## src/rtl/fetch_sequencer.sv

```systemverilog
// Owns the PC and runs one instruction fetch at a time, handing each word to decode over valid/ready.
// A redirect from execute discards any fetch that is in flight or held.
module fetch_sequencer #(
   parameter int                       ADDRESS_WIDTH = 32,
   parameter int                       DATA_WIDTH    = 32,
   parameter logic [ADDRESS_WIDTH-1:0] RESET_PC      = '0,
   parameter int                       PC_INC        = 4
) (
   input  logic                     clk,
   input  logic                     rst,
   input  logic                     branch_valid,
   input  logic [ADDRESS_WIDTH-1:0] branch_PC,
   output logic                     imem_req,
   output logic [ADDRESS_WIDTH-1:0] imem_addr,
   input  logic                     imem_ack,
   input  logic [DATA_WIDTH-1:0]    imem_rdata,
   output logic [DATA_WIDTH-1:0]    instr,
   output logic [ADDRESS_WIDTH-1:0] instr_PC,
   output logic                     instr_valid,
   input  logic                     instr_ready,
   output logic [ADDRESS_WIDTH-1:0] PC
);

   localparam logic [ADDRESS_WIDTH-1:0] PC_STEP = ADDRESS_WIDTH'(PC_INC);

   typedef enum logic {
      S_FETCH = 1'b0,
      S_VALID = 1'b1
   } state_t;

   state_t                     state_q, state_d;
   logic [ADDRESS_WIDTH-1:0]   pc_q, pc_d;
   logic                       pend_q, pend_d;
   logic [ADDRESS_WIDTH-1:0]   pend_target_q, pend_target_d;
   logic [DATA_WIDTH-1:0]      instr_q, instr_d;
   logic [ADDRESS_WIDTH-1:0]   instr_pc_q, instr_pc_d;
   logic [ADDRESS_WIDTH-1:0]   branch_tgt;

   // Targets are word aligned; the low two bits of the redirect are dropped.
   assign branch_tgt = {branch_PC[ADDRESS_WIDTH-1:2], 2'b00};

   always_comb begin
      state_d       = state_q;
      pc_d          = pc_q;
      pend_d        = pend_q;
      pend_target_d = pend_target_q;
      instr_d       = instr_q;
      instr_pc_d    = instr_pc_q;
      imem_req      = 1'b0;
      instr_valid   = 1'b0;
      case (state_q)
         S_FETCH: begin
            imem_req = !rst;
            if (imem_ack) begin
               if (branch_valid) begin
                  pc_d   = branch_tgt;
                  pend_d = 1'b0;
               end else if (pend_q) begin
                  pc_d   = pend_target_q;
                  pend_d = 1'b0;
               end else begin
                  instr_d    = imem_rdata;
                  instr_pc_d = pc_q;
                  pc_d       = pc_q + PC_STEP;
                  state_d    = S_VALID;
               end
            end else if (branch_valid) begin
               // The request cannot be withdrawn, so remember where to go once it completes.
               pend_d        = 1'b1;
               pend_target_d = branch_tgt;
            end
         end
         S_VALID: begin
            instr_valid = 1'b1;
            if (branch_valid) begin
               pc_d    = branch_tgt;
               state_d = S_FETCH;
            end else if (instr_ready) begin
               state_d = S_FETCH;
            end
         end
         default: state_d = S_FETCH;
      endcase
   end

   always_ff @(posedge clk) begin
      if (rst) begin
         state_q       <= S_FETCH;
         pc_q          <= RESET_PC;
         pend_q        <= 1'b0;
         pend_target_q <= '0;
         instr_q       <= '0;
         instr_pc_q    <= '0;
      end else begin
         state_q       <= state_d;
         pc_q          <= pc_d;
         pend_q        <= pend_d;
         pend_target_q <= pend_target_d;
         instr_q       <= instr_d;
         instr_pc_q    <= instr_pc_d;
      end
   end

   assign imem_addr = pc_q;
   assign PC        = pc_q;
   assign instr     = instr_q;
   assign instr_PC  = instr_pc_q;

endmodule
```

## config.mk

```make
export PLATFORM = sky130hd
export DESIGN_NAME = fetch_sequencer
export DESIGN_NICKNAME = d
export VERILOG_FILES = /design/src/rtl/fetch_sequencer.sv
export SDC_FILE = /design/constraint.sdc
export NUM_CORES = 1
export LEC_CHECK = 0
export CAP_MARGIN = 20
export CORE_MARGIN = 5
export CORE_UTILIZATION = 46
export DETAILED_ROUTE_END_ITERATION = 6
export HOLD_SLACK_MARGIN = 0.12
export PLACE_DENSITY = 0.8
export REMOVE_ABC_BUFFERS = 1
export SETUP_SLACK_MARGIN = 0.2
export SYNTH_ARGS = -nofsm -noshare
export SYNTH_HDL_FRONTEND = slang
export SYNTH_SLANG_ARGS = --single-unit
```

## constraint.sdc

```tcl
create_clock -name clk -period 2.51 [get_ports clk]
set_input_delay 0.753 -clock clk [delete_from_list [all_inputs] [get_ports clk]]
set_output_delay 0.753 -clock clk [all_outputs]
set_load 0.01 [all_outputs]
```

==> flow_summary_export.csv <==
group,metric,value,unit
detailed_routing,vias,6088,
sta,rsz0062_at_grt,"false",
finish,num_antenna_cells,0,
placed_design,dp.cells,1109,
worst_setup_path,path_delay_family,"buffers and inverters",
finish,layout_common_cells,"nand2_1, clkdlybuf4s50_1, a21oi_1, dfxtp_1, nor2_1",
floorplanning,fp.dieArea,15380,sq um
worst_setup_path,critPathCaptureType,"primary output",
clocking,numCtsBuffers,17,
detailed_routing,dr.pass1.iters,5,
power_and_ir_drop,p_comb_frac,0.169,
clocking,cts-root-buf,"clkbuf_16",
finish,drive_above_1_share,0.1074,
floorplanning,rows,41,
power_and_ir_drop,p_per_area,660.9,nW/um^2
power_and_ir_drop,switching_power,1434,uW
sta,max_clock_freq,0.4410,GHz
clocking,clk_transition_reported_paths,0.06,ns
power_and_ir_drop,p_leak,0.003137,uW
sta,fin_crit,2.268,ns
grt,grt-busiest-layer,"met2",
power_and_ir_drop,seqPwrFrac,0.389,
grt,grt_max_degree,67,
worst_setup_path,cpPeakStageDelay,0.61,ns
placed_design,hpwl,12530,um
synth,ys_ff_latch,124,
job,maxCapViolations,0,
floorplanning,io_pins,199,
floorplanning,start_util,0.4721,
power_and_ir_drop,switching_share,0.2537,
grt,grt_util_met3,0.07175,
detailed_routing,drt_iter0_markers,400,
status,status,"finished, final reports clean",
detailed_routing,drc,0,
grt,grt_util_met1,0.2954,
floorplanning,core,12670,sq um
synth,yosys_most_used_dff,"dfxtp_1",
power_and_ir_drop,power,5650,uW
worst_setup_path,worstPathRequired,1.76,ns
clocking,cts_max_level,4,
finish,area_growth,42.92,%
clocking,clockBufferDepth,2,
detailed_routing,routed_via_density,5.340,
placed_design,place.gp.congestion,0.8272,
placed_design,place_ws,0.07808,ns
sta,period_share,0.9035,
detailed_routing,wirelength,18070,um
synth,synth-edff-count,0,
worst_setup_path,worst-path-buf-inv,1,
power_and_ir_drop,p_int,4217,uW
worst_setup_path,crit_chain,"clkdlybuf4s50_1",
grt,first_global_vias,5719,
sta,setup_ws,0.2423,ns
worst_setup_path,path_class,"reg2out",
synth,syn-cell-area,5982,sq um
floorplanning,die_width,124.0,um
sta,relSlewSlack,0.5897,
grt,antenna_found_initial,0,
clocking,clk_latency,0.42,ns
synth,yosysUniqueCellTypes,57,
synth,syn-mean-instance-area,7.477,sq um
sta,fin_skew,0.007212,ns
sta,final-hold-violation-count,0,
worst_setup_path,critPathMaxFanout,8,
power_and_ir_drop,p_clk_frac,0.441,
worst_setup_path,crit_path_top_delay_cell,"clkdlybuf4s50_1",
grt,grt_first_pass_wirelength,28760,um
grt,grtUsageMet2,0.3947,
grt,overflow,0,
finish,final_common_cell,"nand2_1",
synth,async_flop_share,0,
sta,setup_violations,0,
floorplanning,die_height,124.0,um
placed_design,portBuffers,190,
clocking,cts_tree,"done",
detailed_routing,final_antenna_net_count,0,
finish,fin_nets,1026,
clocking,cts-hold-fix-buffers,0,
detailed_routing,wl_per_cell,15.85,um
synth,syn_inst,800,
worst_setup_path,cp-start-kind,"register",
synth,ys_warn_count,0,
sta,tightest_slew,0.6154,ns
finish,fin_util,0.6747,
synth,ys_seq_area_frac,0.4150,
min_path,worst_hold_path_type,"reg2reg",
grt,grt_use_total,0.2376,
sta,drv_slew,0,
power_and_ir_drop,ir_drop,0.4577,mV
worst_setup_path,cp.arrival,1.51,ns
finish,final_cells,1140,
clocking,cts_num_sinks,124,
timing repair:
action | 4_1_cts | 5_1_grt
resized for setup | 11 | 9
setup buffers | 0 | 0
endpoints found under the setup margin | 22 | 12
synthesized netlist by cell type (9+ instances only):
master    count  area share
nand2_1     215        0.13
dfxtp_1     124        0.41
a21oi_1     122        0.10
nor2_1       49       0.031
clkbuf_1     45       0.028
buf_4        39       0.049
o21ai_0      38       0.032
nand3_1      17       0.014
nor3_1       16       0.013
a211oi_1     10       0.013
buf_2        10      0.0084
mux2i_1       9       0.015
nand4_1       9      0.0094
power groups by stage:
stage               logic, uW  registers, uW  clock network [uW]
floorplan                 295           2290                   0
global route             1040           2220                2620
CTS                       960           2200                2520
detailed placement        952           2230                   0
finish                    957           2200                2490
global placement          938           2230                   0
flip-flops by register name, indices dropped and copies added (netlist names):
register	flops
instr	32
pend_q	1
instr_PC	30
state_q	1
pend_target_q	30
PC	30
layer usage:
| layer | part of all wire | up-vias |
|---|---|---|
| li1 | - | 2994 |
| met1 | 0.40 | 2799 |
| met2 | 0.49 | 274 |
| met3 | 0.10 | 21 |
| met4 | 0.013 | 0 |
| met5 | 0 | - |
cells by family after synthesis:
kind of cell               after synthesis  share of synthesized area
xor gates and xnor gates                 9                    0.01318
buffers and inverters                  109                     0.1010
adders and majority gates                1                   0.002091
other                                    1                  0.0006269
muxes                                   11                    0.01882
DFF                                    124                     0.4150
and+or+nand+nor                        343                     0.2571
AOI/OAI and AO/OA                      202                     0.1922
through the flow:
stage,TNS (ns),cell area (sq um),hold WS [ns]
6_report,0,8549,0.4514
4_1_cts,0,8534,0.4504
3_5_place_dp,0,7931,0.4432
3_3_place_gp,0,7931,0.4371
2_1_floorplan,-55.58,5426,0.4252
5_1_grt,0,8549,0.4673
final timing paths:
kind | startpoint | end | slack (ns) | cells past startpoint
hold reg to reg | instr_PC[16]$_SDFFE_PP0P_ | instr_PC[16]$_SDFFE_PP0P_ | 0.45 | 2
hold / removal | instr_PC[16]$_SDFFE_PP0P_ | instr_PC[16]$_SDFFE_PP0P_ | 0.45 | 2
setup reg to reg | PC[9]$_SDFFE_PP0P_ | PC[14]$_SDFFE_PP0P_ | 0.41 | 5
setup / recovery | PC[29]$_SDFFE_PP0P_ | imem_addr[29] | 0.24 | 1
worst reg2reg max path, stage by stage, from the launching register on:
cell	delay [ns]
dfxtp_1	0.46
and4_1	0.42
nand4_1	0.33
mux2_2	0.37
a221oi_1	0.26
nor4_1	0.10
final cells by class:
cell class | instances | area (sq um)
fillers | 1077 | 4121
multi-input cells | 572 | 2932
flip-flops and latches | 124 | 2504
repair buffers | 233 | 2280
clock buffers | 22 | 444.2
well taps | 172 | 215.2
clock inverters | 9 | 145.1
inverters | 8 | 30.03
(Power assumes the default switching activity.)
